$ cat src/rtl/tone_arbiter_pkg.sv
// Shared widths, state encoding and requester indices for the tone arbiter.
package tone_arbiter_pkg;

  localparam int unsigned PITCH_W = 18;
  localparam int unsigned DUR_W   = 5;
  localparam int unsigned TICK_W  = 23;

  typedef enum logic [1:0] {
    IDLE = 2'd0,
    PLAY = 2'd1,
    GAP  = 2'd2
  } state_t;

  // Index NREQ-1 wins arbitration, so score outranks everything else.
  localparam int unsigned REQ_PADDLE = 0;
  localparam int unsigned REQ_WALL   = 1;
  localparam int unsigned REQ_MISS   = 2;
  localparam int unsigned REQ_SCORE  = 3;

endpackage

$ cat src/rtl/tone_arbiter_if.sv
// Game-logic side bundle of the tone arbiter: request strobes and slots in,
// pitch and status out.
interface tone_arbiter_if #(
  parameter int unsigned NREQ = 4
);
  import tone_arbiter_pkg::*;

  localparam int unsigned IDW = (NREQ > 1) ? $clog2(NREQ) : 1;

  logic [NREQ-1:0]         req;
  logic [NREQ*PITCH_W-1:0] pitch_in;
  logic [NREQ*DUR_W-1:0]   dur_in;
  logic                    mute;
  logic [PITCH_W-1:0]      pitch;
  logic                    playing;
  logic [IDW-1:0]          grant_id;
  logic                    done;
  logic                    aborted;

  modport master (
    output req, pitch_in, dur_in, mute,
    input  pitch, playing, grant_id, done, aborted
  );

  modport slave (
    input  req, pitch_in, dur_in, mute,
    output pitch, playing, grant_id, done, aborted
  );

endinterface

$ cat src/rtl/tone_arbiter_timer.sv
// Tick/eighth counter pair; expire is high in the last cycle of the loaded span.
// The gap reuses the same counters as a single unit with the gap tick limit.
module tone_arbiter_timer
  import tone_arbiter_pkg::*;
#(
  parameter int unsigned TICK_LIM = 6_250_000,
  parameter int unsigned GAP_LIM  = 1_250_000
) (
  input  logic             clk50,
  input  logic             reset,
  input  logic             load,
  input  logic             gap,
  input  logic [DUR_W-1:0] dur,
  output logic             expire
);

  logic [TICK_W-1:0] tick;
  logic [TICK_W-1:0] lim_m1;
  logic [DUR_W-1:0]  eighth;
  logic [DUR_W-1:0]  dur_q;
  logic              gap_q;
  logic              active;
  logic              tick_last;

  always_comb begin
    lim_m1    = gap_q ? TICK_W'(GAP_LIM - 1) : TICK_W'(TICK_LIM - 1);
    tick_last = (tick == lim_m1);
    expire    = active && tick_last && (eighth == (dur_q - DUR_W'(1)));
  end

  always_ff @(posedge clk50) begin
    if (reset) begin
      tick   <= '0;
      eighth <= '0;
      dur_q  <= '0;
      gap_q  <= 1'b0;
      active <= 1'b0;
    end else if (load) begin
      tick   <= '0;
      eighth <= '0;
      dur_q  <= gap ? DUR_W'(1) : dur;
      gap_q  <= gap;
      active <= 1'b1;
    end else if (active) begin
      if (expire) begin
        tick   <= '0;
        eighth <= '0;
        active <= 1'b0;
      end else if (tick_last) begin
        tick   <= '0;
        eighth <= eighth + DUR_W'(1);
      end else begin
        tick <= tick + TICK_W'(1);
      end
    end
  end

endmodule

$ cat src/rtl/tone_arbiter.sv
// Shares one timed tone output between prioritised sound events, with a silent
// gap after every naturally completed tone and optional higher-priority preemption.
//
// state | meaning
// IDLE  | nothing playing, waiting for a pending request
// PLAY  | driving cur_pitch for the granted duration
// GAP   | forced silence before the next tone
module tone_arbiter
  import tone_arbiter_pkg::*;
#(
  parameter int unsigned NREQ         = 4,
  parameter int unsigned EIGHTH_TICKS = 6_250_000,
  parameter int unsigned GAP_TICKS    = 1_250_000,
  parameter bit          PREEMPT      = 1'b1
) (
  input logic           clk50,
  input logic           reset,
  tone_arbiter_if.slave bus
);

  localparam int unsigned IDW = (NREQ > 1) ? $clog2(NREQ) : 1;

  state_t             state;
  logic [NREQ-1:0]    pend;
  logic [NREQ-1:0]    cap;
  logic [NREQ-1:0]    consume;
  logic [PITCH_W-1:0] slot_pitch [NREQ];
  logic [DUR_W-1:0]   slot_dur   [NREQ];
  logic [PITCH_W-1:0] cur_pitch;
  logic [PITCH_W-1:0] pitch_q;
  logic [IDW-1:0]     win;
  logic [IDW-1:0]     grant_q;
  logic               pend_any;
  logic               take;
  logic               to_gap;
  logic               expire;
  logic               playing_q;
  logic               done_q;
  logic               aborted_q;

  always_comb begin
    win      = '0;
    pend_any = 1'b0;
    cap      = '0;
    for (int i = 0; i < NREQ; i++) begin
      cap[i] = bus.req[i] && (bus.dur_in[i*DUR_W +: DUR_W] != '0);
      if (pend[i]) begin
        win      = IDW'(i);
        pend_any = 1'b1;
      end
    end
  end

  // Natural expiry beats preemption when both land in the same cycle.
  always_comb begin
    take   = 1'b0;
    to_gap = 1'b0;
    case (state)
      IDLE: take = pend_any;
      PLAY: begin
        if (expire) to_gap = 1'b1;
        else if (PREEMPT && pend_any && (win > grant_q)) take = 1'b1;
      end
      GAP:  take = expire && pend_any;
      default: ;
    endcase
    consume = take ? (NREQ'(1) << win) : '0;
  end

  tone_arbiter_timer #(
    .TICK_LIM (EIGHTH_TICKS),
    .GAP_LIM  (GAP_TICKS)
  ) u_timer (
    .clk50  (clk50),
    .reset  (reset),
    .load   (take | to_gap),
    .gap    (to_gap),
    .dur    (slot_dur[win]),
    .expire (expire)
  );

  // A capture in the same cycle as consumption keeps the slot pending.
  always_ff @(posedge clk50) begin
    if (reset) begin
      pend <= '0;
      for (int i = 0; i < NREQ; i++) begin
        slot_pitch[i] <= '0;
        slot_dur[i]   <= '0;
      end
    end else begin
      pend <= (pend & ~consume) | cap;
      for (int i = 0; i < NREQ; i++) begin
        if (cap[i]) begin
          slot_pitch[i] <= bus.pitch_in[i*PITCH_W +: PITCH_W];
          slot_dur[i]   <= bus.dur_in[i*DUR_W +: DUR_W];
        end
      end
    end
  end

  always_ff @(posedge clk50) begin
    if (reset) begin
      state     <= IDLE;
      cur_pitch <= '0;
      pitch_q   <= '0;
      playing_q <= 1'b0;
      grant_q   <= '0;
      done_q    <= 1'b0;
      aborted_q <= 1'b0;
    end else begin
      done_q    <= 1'b0;
      aborted_q <= 1'b0;
      if (take) begin
        state     <= PLAY;
        grant_q   <= win;
        cur_pitch <= slot_pitch[win];
        pitch_q   <= bus.mute ? '0 : slot_pitch[win];
        playing_q <= 1'b1;
        aborted_q <= (state == PLAY);
      end else if (to_gap) begin
        state     <= GAP;
        pitch_q   <= '0;
        playing_q <= 1'b0;
        done_q    <= 1'b1;
      end else if (state == GAP && expire) begin
        state <= IDLE;
      end else if (state == PLAY) begin
        pitch_q <= bus.mute ? '0 : cur_pitch;
      end
    end
  end

  assign bus.pitch    = pitch_q;
  assign bus.playing  = playing_q;
  assign bus.grant_id = grant_q;
  assign bus.done     = done_q;
  assign bus.aborted  = aborted_q;

endmodule

$ cat src/flat_wrapper.sv
// flat-port wrapper written by rule: the top's interface ports become plain ports
module tone_arbiter_flat import tone_arbiter_pkg::*;
#(
  parameter int unsigned NREQ         = 4,
  parameter int unsigned EIGHTH_TICKS = 6_250_000,
  parameter int unsigned GAP_TICKS    = 1_250_000,
  parameter bit          PREEMPT      = 1'b1
)
  (clk50, reset, bus_req, bus_pitch_in, bus_dur_in, bus_mute, bus_pitch, bus_playing, bus_grant_id, bus_done, bus_aborted);
  tone_arbiter_if #(.NREQ(NREQ)) bus_i ();
  input logic clk50;
  input logic reset;
  input wire logic [$bits(bus_i.req)-1:0] bus_req;
  input wire logic [$bits(bus_i.pitch_in)-1:0] bus_pitch_in;
  input wire logic [$bits(bus_i.dur_in)-1:0] bus_dur_in;
  input wire logic [$bits(bus_i.mute)-1:0] bus_mute;
  output wire logic [$bits(bus_i.pitch)-1:0] bus_pitch;
  output wire logic [$bits(bus_i.playing)-1:0] bus_playing;
  output wire logic [$bits(bus_i.grant_id)-1:0] bus_grant_id;
  output wire logic [$bits(bus_i.done)-1:0] bus_done;
  output wire logic [$bits(bus_i.aborted)-1:0] bus_aborted;
  assign bus_i.req = bus_req;
  assign bus_i.pitch_in = bus_pitch_in;
  assign bus_i.dur_in = bus_dur_in;
  assign bus_i.mute = bus_mute;
  assign bus_pitch = bus_i.pitch;
  assign bus_playing = bus_i.playing;
  assign bus_grant_id = bus_i.grant_id;
  assign bus_done = bus_i.done;
  assign bus_aborted = bus_i.aborted;
  tone_arbiter #(.NREQ(NREQ), .EIGHTH_TICKS(EIGHTH_TICKS), .GAP_TICKS(GAP_TICKS), .PREEMPT(PREEMPT)) u_core (.clk50(clk50), .reset(reset), .bus(bus_i));
endmodule
$ cat config.mk
export PLATFORM = sky130hd
export DESIGN_NAME = tone_arbiter_flat
export DESIGN_NICKNAME = d
export VERILOG_FILES = /design/src/rtl/tone_arbiter_pkg.sv /design/src/rtl/tone_arbiter_if.sv /design/src/rtl/tone_arbiter_timer.sv /design/src/rtl/tone_arbiter.sv /design/src/flat_wrapper.sv
export SDC_FILE = /design/constraint.sdc
export NUM_CORES = 1
export LEC_CHECK = 0
export ABC_CLOCK_PERIOD_IN_PS = 4900
export BUFFER_PORTS_ARGS = -buffer_cell sky130_fd_sc_hd__buf_2
export CAP_MARGIN = 20
export CELL_PAD_IN_SITES_DETAIL_PLACEMENT = 0
export CELL_PAD_IN_SITES_GLOBAL_PLACEMENT = 2
export CORE_MARGIN = 2
export CORE_UTILIZATION = 38
export CTS_BUF_LIST = sky130_fd_sc_hd__clkbuf_4 sky130_fd_sc_hd__clkbuf_8
export CTS_CLUSTER_DIAMETER = 150
export DETAILED_ROUTE_END_ITERATION = 8
export PLACE_DENSITY_LB_ADDON = 0.1
export SYNTH_ARGS = -nofsm -noshare
export SYNTH_HDL_FRONTEND = slang
export SYNTH_HIERARCHICAL = 1
export SYNTH_SLANG_ARGS = --single-unit
$ cat constraint.sdc
create_clock -name clk50 -period 4.9 [get_ports clk50]
set_input_delay 0.245 -clock clk50 [delete_from_list [all_inputs] [get_ports clk50]]
set_output_delay 0.245 -clock clk50 [all_outputs]
set_load 0.01 [all_outputs]
==> flow_summary.ini, run 1 <==
[status]
outcome = complete, no violations

[synth]
ys_top_cells_by_area = edfxtp_1 36%, dfxtp_1 21%, and2_1 6.5%
yosys_warnings = 6
synth_area_leader_cell = edfxtp_1
ys_types = 62
avgSynthCellArea_sq_um = 10.7
synth_edf_count = 92
synth-seq-cells = 174
synthesis.nets = 831
netlist_area_sq_mm = 0.00776
synth_top_flop_cell = edfxtp_1
synth_top_area_share_pct = 35.6
ys_top_cells_by_count = 92 x edfxtp_1, 82 x dfxtp_1, 81 x and2_1, 81 x nand2_1, 65 x nor2_1
async_reset_ff_share_pct = 0
yosysSeqAreaShare_pct = 56.7
synth_cells = 727
yosys.cell_count.top_type = edfxtp_1

[sta]
min_period_over_period_pct = 84.3
hold_violations = 0
drv_slew = 0
finalWorstSetupSlack_ps = 767
tns_ps = 0
period_needed_ps = 4130
clock_skew_ps = 12.3
rsz0062_at_grt = no
fmax_ghz = 0.242
tightestPinTransition_ps = 1050
slew_headroom_pct = 29.3
setup_viol = 0

[drt]
drt_iter0_drc = 216
dr.pass1.iters = 5
routed_via_density = 4.90
wl_mm = 17.6
drcViolationCount = 0
routed_wire_length_per_instance_um = 15.7
ant_nets = 0
vias = 5483

[finish]
area_growth_pct = 15.4
multi_input_area_sq_mm = 0.00312
instances_no_fill = 1120
drive_above_1_share_pct = 21.3
diodes = 0
finalNetCount = 941
seqCellArea_sq_mm = 0.00440
n_fill_cell = 1972
postLayoutCoreUtil_pct = 44.4

[floorplan]
start_util_pct = 38.5
die_h_um = 147
fp.dieW_um = 147
io_pins = 122
die_area_sq_mm = 0.0216
core_sq_mm = 0.0202
num_rows = 52

[pwr]
p_leak_nw = 3.53
total_power_w = 0.00322
ir_drop_mv = 0.160
power_density_mw_per_mm2 = 359

[global_route]
grt_start_max_net_pins = 42
first_global_vias = 5508
overflow = 0
grt_usage_pct = 16.7
antenna_found_initial = 0
grt_pass1_wl_mm = 28.3

[placement]
port_buffers = 121
dp_cells = 1086
routabilityCongestion = 0.777
dp_hpwl_mm = 12.9
post-place-ws_ps = 805

[worst_hold_path]
holdPathEnd = u_core/slot_pitch[1][5]
hold_start = bus_pitch_in[23]
hp-class = input port to flip-flop
worstHoldPathCells = 2

[clock_network]
clockRootBuffer = clkbuf_8
h-tree-depth = 4
cts_sinks = 174
clk_latency_ps = 460
numCtsBuffers = 17
cts_tree = built
postCtsSetupBuffers = 0
cts_buffer_depth = 2
cts_resized = 0
clkTransAtPathRegs_ps = 110
cts_hold_buf = 0

[worst_setup_path]
cp_data_arrival_time_ps = 4500
worstReg2RegStart = u_core/u_timer/dur_q[0]
r2r-end = u_core/bus.pitch[3]
critPathSlowestCell = nor4b_1
critPathKind = flip-flop to flip-flop
crit_path_start_kind = flip-flop
r2r_cells = 12
setup.worst_path.start = u_core/u_timer/dur_q[0]
worstPathMaxFanout = 26
r2r_slack_ps = 770
cp_cell_sequence = inv_1, ha_1, xor2_1, o31ai_1, nand4_1, nor4b_1, nand2b_1, nand2_2, a21oi_2, buf_4, nand2b_1, o221ai_2
critPathCaptureType = flip-flop
cpPeakStageDelay_ps = 1000
cpMostUsedCell = nand2b_1
critPathRequiredTime_ps = 5270

[run]
maxCapViolations = 0
## cell usage in the layout (no fill, tap or decap), drive strengths merged, types with 8 or more instances in the layout
cell type  netlist  routed
xnor2           13      13
nand2b          14      14
xor2            13      13
edfxtp          92      92
nor2            66      66
a21oi           34      34
a211oi          12      12
mux2i           32      32
nand3           12      12
nand2           82      82
dfxtp           82      82
clkbuf          21      17
buf             16     128
o21ai           25      25
o22ai            8       8
and2            82      82
inv             15      25
and3            22      22
o221ai          20      20
## report_power, final
| part | switching, W | internal, W | leakage [nW] |
|---|---|---|---|
| registers | 0.0000633 | 0.00167 | 1.66 |
| clock network | 0.000582 | 0.000378 | 0.184 |
| logic | 0.000313 | 0.000211 | 1.69 |
## kinds of logic (layout without fill, tap and decap cells)
kind of cell	after synthesis	count (layout)	synth area share [%]
adders and majority gates	5	5	0.806
AOI/OAI and AO/OA	118	118	10.9
xor gates and xnor gates	26	26	2.93
DFF	174	174	56.7
buffers and inverters	53	176	3.03
muxes	32	32	4.13
and+or+nand+nor	319	319	21.5
## per-layer routing
metal  global-route usage (%)  vias to the layer above  routed length, um
met3                     3.54                       15                663
met5                        0                        -                  0
met4                     4.23                        0                191
met1                     22.5                     2543               8420
met2                     27.6                      116               8280
li1                         -                     2809                  -
## sequential cells by signal, indices dropped and copies added (netlist names)
register,count
u_core/cur_pitch,18
u_core/bus.grant_id,2
u_core/bus.pitch,18
u_core/slot_pitch,72
u_core/bus.aborted,1
u_core/u_timer/tick,23
u_core/u_timer/active,1
u_core/bus.playing,1
u_core/pend,4
u_core/u_timer/dur_q,5
u_core/slot_dur,20
u_core/u_timer/eighth,5
u_core/bus.done,1
u_core/u_timer/gap_q,1
u_core/state,2
## final cells by class
type,count,share of cell area (%)
inverters,16,0.670
clock inverters,15,1.56
clock buffers,17,2.61
flip-flops and latches,174,49.2
well taps,270,3.77
multi-input cells,500,34.9
repair buffers,128,7.35
## worst max path at each step
stage                              to  slack [ps]
2_1_floorplan  u_core/u_timer/tick[4]        1430
3_3_place_gp      u_core/bus.pitch[1]        1050
3_5_place_dp      u_core/bus.pitch[4]         810
4_1_cts           u_core/bus.pitch[3]         770
5_1_grt           u_core/bus.pitch[6]         350
6_report          u_core/bus.pitch[3]         770
## metrics by stage
stage	instance area (sq um)	hold WS, ps
6_report	8960	52.0
5_1_grt	8960	21.2
4_1_cts	8940	19.8
3_5_place_dp	8570	440
3_3_place_gp	8570	437
2_1_floorplan	7760	432
## worst max-delay path: cells and delay by family (launching register included)
kind	cells	cell delay, ps
AOI/OAI and AO/OA	3	840
xor gates and xnor gates	1	160
adders and majority gates	1	220
buffers and inverters	2	420
DFF	1	370
and+or+nand+nor	5	2020
No activity file was read; power rests on OpenSTA's default activity.
==> run 2: changes to the inputs <==
--- a/config.mk
+++ b/config.mk
@@ -5,13 +5,13 @@
 export SDC_FILE = /design/constraint.sdc
 export NUM_CORES = 1
 export LEC_CHECK = 0
-export ABC_CLOCK_PERIOD_IN_PS = 4900
+export ABC_CLOCK_PERIOD_IN_PS = 3400
 export BUFFER_PORTS_ARGS = -buffer_cell sky130_fd_sc_hd__buf_2
 export CAP_MARGIN = 20
 export CELL_PAD_IN_SITES_DETAIL_PLACEMENT = 0
 export CELL_PAD_IN_SITES_GLOBAL_PLACEMENT = 2
 export CORE_MARGIN = 2
-export CORE_UTILIZATION = 38
+export CORE_UTILIZATION = 34
 export CTS_BUF_LIST = sky130_fd_sc_hd__clkbuf_4 sky130_fd_sc_hd__clkbuf_8
 export CTS_CLUSTER_DIAMETER = 150
 export DETAILED_ROUTE_END_ITERATION = 8
==> constraint.sdc (replaced) <==
create_clock -name clk50 -period 3.4 [get_ports clk50]
set_input_delay 0.17 -clock clk50 [delete_from_list [all_inputs] [get_ports clk50]]
set_output_delay 0.17 -clock clk50 [all_outputs]
set_load 0.01 [all_outputs]
==> flow_summary.ini, run 2 (synthesis gave the netlist of run 1 again) <==
[global_route]
antenna_found_initial = 0
grt_usage_pct = 16.2
first_global_vias = 5780
overflow = 0
grt_pass1_wl_mm = 30.2
grt_start_max_net_pins = 37

[worst_setup_path]
cp_data_arrival_time_ps = 3500
crit_path_start_kind = flip-flop
critPathCaptureType = flip-flop
r2r_cells = 14
critPathRequiredTime_ps = 3800
crit_path_end = u_core/u_timer/tick[16]
r2r-end = u_core/u_timer/tick[16]
worstReg2RegStart = u_core/u_timer/dur_q[0]
critPathKind = flip-flop to flip-flop
worstPathMaxFanout = 23
setup.worst_path.start = u_core/u_timer/dur_q[0]
r2r_slack_ps = 310

[pwr]
sequentialPowerShare_pct = 51.5
switching_share_pct = 30.5
power_frac_comb_pct = 17.8
total_power_w = 0.00484
ir_drop_mv = 0.243
power_density_mw_per_mm2 = 482
p_clk_share_pct = 30.7
intPower_w = 0.00337
p_leak_nw = 4.01
power.switching_w = 0.00148

[placement]
port_buffers = 121
dp_cells = 1115
post-place-ws_ps = 167
routabilityCongestion = 0.777
dp_hpwl_mm = 13.4
postPlaceCellArea_sq_mm = 0.00870

[sta]
tightestPinTransition_ps = 1080
setup_viol = 0
hold_violations = 0
drv_slew = 0
tns_ps = 0
slew_headroom_pct = 28.0
rsz0062_at_grt = no
min_period_over_period_pct = 91.0
clock_skew_ps = 15.6
fmax_ghz = 0.323
period_needed_ps = 3090
finalWorstSetupSlack_ps = 306

[floorplan]
start_util_pct = 34.5
num_rows = 55
io_pins = 122
die_area_sq_mm = 0.0241
fp.dieW_um = 155
die_h_um = 155
core_sq_mm = 0.0225

[finish]
largest_reg_flops = 72
finalNetCount = 1047
final_common_cell = buf_2
diodes = 0
regMostFlops = u_core/slot_pitch
instances_no_fill = 1241
final_cell_mix = 121 x buf_2, 92 x dlygate4sd3_1, 92 x edfxtp_1, 82 x dfxtp_1
area_growth_pct = 29.5
reg_top3 = u_core/slot_pitch x72, u_core/u_timer/tick x23, u_core/slot_dur x20
design_area_sq_mm = 0.0101
drive_above_1_share_pct = 20.8

[clock_network]
postCtsSetupBuffers = 0
clockRootBuffer = clkbuf_8
clkTransAtPathRegs_ps = 110
numCtsBuffers = 17
cts_tree = built
cts_buffer_depth = 2
h-tree-depth = 4
clk_latency_ps = 480
cts_sinks = 174

[drt]
drcViolationCount = 0
dr.pass1.iters = 4
ant_nets = 0
vias = 5939
wl_mm = 19.0
drt_iter0_drc = 217
routed_via_density = 4.79
routed_wire_length_per_instance_um = 15.3

[worst_hold_path]
hp-class = input port to flip-flop

[run]
maxCapViolations = 0

[status]
outcome = complete, no violations
run 2: final cells by class:
| class | instances | area (sq um) |
|---|---|---|
| Multi-Input combinational cell | 500 | 3140 |
| Sequential cell | 174 | 4400 |
| Fill cell | 2131 | 12400 |
| Tap cell | 285 | 357 |
| Clock buffer | 17 | 234 |
| Timing Repair Buffer | 234 | 1680 |
| Clock inverter | 15 | 178 |
| Inverter | 16 | 60.1 |
run 2: worst max-delay path: stages, from the launching register on:
cell and delay (ps):
dfxtp_1 380, inv_1 70, ha_1 220, xor2_1 160, o31ai_1 240, nand4_1 180
nor4b_2 440, a211oi_1 80, o21ai_0 200, a21o_1 210, nand2_1 110, nor2_2 290
nand2_1 80, buf_4 220, a21oi_1 140
run 2: power by group through the flow:
stage	logic [W]	clock network, W	registers [W]
after floorplan	0.000531	0	0.00253
after global placement	0.000772	0	0.00254
after detailed placement	0.000784	0	0.00255
after CTS	0.000865	0.00155	0.00250
after global routing	0.000966	0.00162	0.00252
final	0.000861	0.00149	0.00250
run 2: metrics by stage:
| step | hold slack [ps] | utilization (%) |
|---|---|---|
| CTS | 1.47 | 44.6 |
| global placement | 437 | 38.7 |
| finish | 38.3 | 44.7 |
| detailed placement | 442 | 38.7 |
| floorplan | 368 | - |
| global route | 25.3 | 44.7 |
run 2: layer usage:
metal  share of wire (%)  track usage, %  up-vias  routed length [um]
li1                    -               -     3013                   -
met1                  48            21.1     2796                9030
met2                  48            27.3      113                9130
met3                 3.4            3.43       17                 637
met4                0.99            4.37        0                 187
met5                   0               0        -                   0
run 2: worst min-delay path by stage:
stage | endpoint | depth (start not counted) | slack, ps | from
after detailed placement | u_core/cur_pitch[10] | 2 | 440 | u_core/cur_pitch[10]
after floorplan | u_core/slot_pitch[0][0] | 1 | 370 | bus_pitch_in[0]
final | u_core/slot_dur[3][3] | 2 | 40 | bus_dur_in[18]
after CTS | u_core/slot_dur[3][3] | 2 | 1 | bus_dur_in[18]
after global placement | u_core/cur_pitch[12] | 2 | 440 | u_core/cur_pitch[12]
after global routing | u_core/slot_dur[2][2] | 2 | 30 | bus_req[2]
run 2: timing repair:
action	CTS	global route
hold endpoints to repair	96	0
setup endpoints to repair	0	27
gates resized for setup	0	2
hold buffers	92	0
==> run 3: changes to the inputs <==
--- a/config.mk
+++ b/config.mk
@@ -5,12 +5,10 @@
 export SDC_FILE = /design/constraint.sdc
 export NUM_CORES = 1
 export LEC_CHECK = 0
-export ABC_CLOCK_PERIOD_IN_PS = 3400
 export BUFFER_PORTS_ARGS = -buffer_cell sky130_fd_sc_hd__buf_2
 export CAP_MARGIN = 20
 export CELL_PAD_IN_SITES_DETAIL_PLACEMENT = 0
 export CELL_PAD_IN_SITES_GLOBAL_PLACEMENT = 2
-export CORE_MARGIN = 2
 export CORE_UTILIZATION = 34
 export CTS_BUF_LIST = sky130_fd_sc_hd__clkbuf_4 sky130_fd_sc_hd__clkbuf_8
 export CTS_CLUSTER_DIAMETER = 150
==> flow_summary.ini, run 3 (synthesis gave the netlist of run 1 again) <==
[global_route]
overflow = 0
first_global_vias = 6025
grt_usage_pct = 16.7
grt_pass1_wl_mm = 30.5
antenna_found_initial = 0
grt_start_max_net_pins = 28

[clock_network]
h-tree-depth = 4
cts_tree = built
clk_latency_ps = 460
cts_sinks = 174
cts_buffer_depth = 2
cts_resized = 0
clockRootBuffer = clkbuf_8
clkTransAtPathRegs_ps = 110
numCtsBuffers = 17

[worst_setup_path]
critPathKind = flip-flop to flip-flop
crit_path_start_kind = flip-flop
critPathRequiredTime_ps = 3790
cpMostUsedCell = nand2_1
cp_cell_sequence = inv_1, ha_1, xor2_1, o31ai_1, nand4_1, nor4b_2, a211oi_1, o21ai_0, a21o_1, nand2_1, nor2_1, nand2_1, buf_4, a21oi_1
cpPeakStageDelay_ps = 430
cp_data_arrival_time_ps = 3530
critPathTopFamily = simple AND/OR/NAND/NOR gates
path_buf_inv = 2
critPathSlowestCell = nor2_1
worstPathMaxFanout = 23
critPathCaptureType = flip-flop

[sta]
setup_viol = 0
min_period_over_period_pct = 92.3
slew_headroom_pct = 32.8
hold_violations = 0
finalWorstSetupSlack_ps = 260
tightestPinTransition_ps = 1000
rsz0062_at_grt = no
tns_ps = 0
period_needed_ps = 3140
fmax_ghz = 0.319
drv_slew = 0
clock_skew_ps = 14.7

[drt]
dr.pass1.iters = 5
drcViolationCount = 0
wl_mm = 18.7
ant_nets = 0
routed_via_density = 4.75
routed_wire_length_per_instance_um = 15.3
drt_iter0_drc = 241
vias = 5830

[floorplan]
die_area_sq_mm = 0.0234
fp.dieW_um = 153
num_rows = 54
die_h_um = 153
core_sq_mm = 0.0221
io_pins = 122
start_util_pct = 35.1

[finish]
finalNetCount = 1039
n_fill_cell = 2120
final_cell_mix = 121 x buf_2, 92 x edfxtp_1, 85 x dlygate4sd3_1, 82 x dfxtp_1
area_growth_pct = 28.3
regMostFlops = u_core/slot_pitch
drive_above_1_share_pct = 20.7
postLayoutCoreUtil_pct = 45.1
multi_input_area_sq_mm = 0.00313
final_common_cell = buf_2
largest_reg_flops = 72
seqCellArea_sq_mm = 0.00440
instances_no_fill = 1228
diodes = 0
reg_top3 = u_core/slot_pitch x72, u_core/u_timer/tick x23, u_core/slot_dur x20

[pwr]
total_power_w = 0.00478
ir_drop_mv = 0.240
p_leak_nw = 3.97
power_density_mw_per_mm2 = 480

[placement]
post-place-ws_ps = 281
routabilityCongestion = 0.854
dp_hpwl_mm = 13.4
dp_cells = 1110
port_buffers = 121

[run]
maxCapViolations = 0

[worst_hold_path]
hp-class = input port to flip-flop

[status]
outcome = complete, no violations
run 3: layout make-up:
class	instances	area share, %
Multi-Input combinational cell	500	31.4
Inverter	16	0.603
Tap cell	280	3.52
Sequential cell	174	44.2
Timing Repair Buffer	226	16.2
Clock inverter	14	1.58
Clock buffer	18	2.43
run 3: per-layer routing:
layer	vias to the layer above	share of wire, %	global-route usage, %
met3	23	3.7	3.35
li1	2997	-	-
met5	-	0	0
met2	130	48	28.3
met4	0	1.7	5.05
met1	2680	47	21.3
run 3: per-stage QoR:
step           cell area, sq um  hold WS, ps
2_1_floorplan              7770          368
3_3_place_gp               8690          438
3_5_place_dp               8690          443
4_1_cts                    9910         2.55
5_1_grt                    9960         1.57
6_report                   9960         39.1
run 3: timing repair:
action	in CTS	in global routing
hold endpoints to repair	82	3
hold buffers	82	3
buffers inserted	0	0
run 3: path summary, 6_finish.rpt:
kind | slack [ps] | depth (start not counted) | startpoint | to
setup reg to reg | 260 | 14 | u_core/u_timer/dur_q[0] | u_core/u_timer/tick[11]
hold / removal | 40 | 2 | bus_dur_in[6] | u_core/slot_dur[1][1]
setup / recovery | 260 | 14 | u_core/u_timer/dur_q[0] | u_core/u_timer/tick[11]
hold reg to reg | 450 | 2 | u_core/cur_pitch[9] | u_core/cur_pitch[9]
run 3: power breakdown:
part           total (W)  internal, W  switching (W)
combinational   0.000845     0.000380       0.000466
clock            0.00144     0.000568       0.000867
sequential       0.00250      0.00241      0.0000913
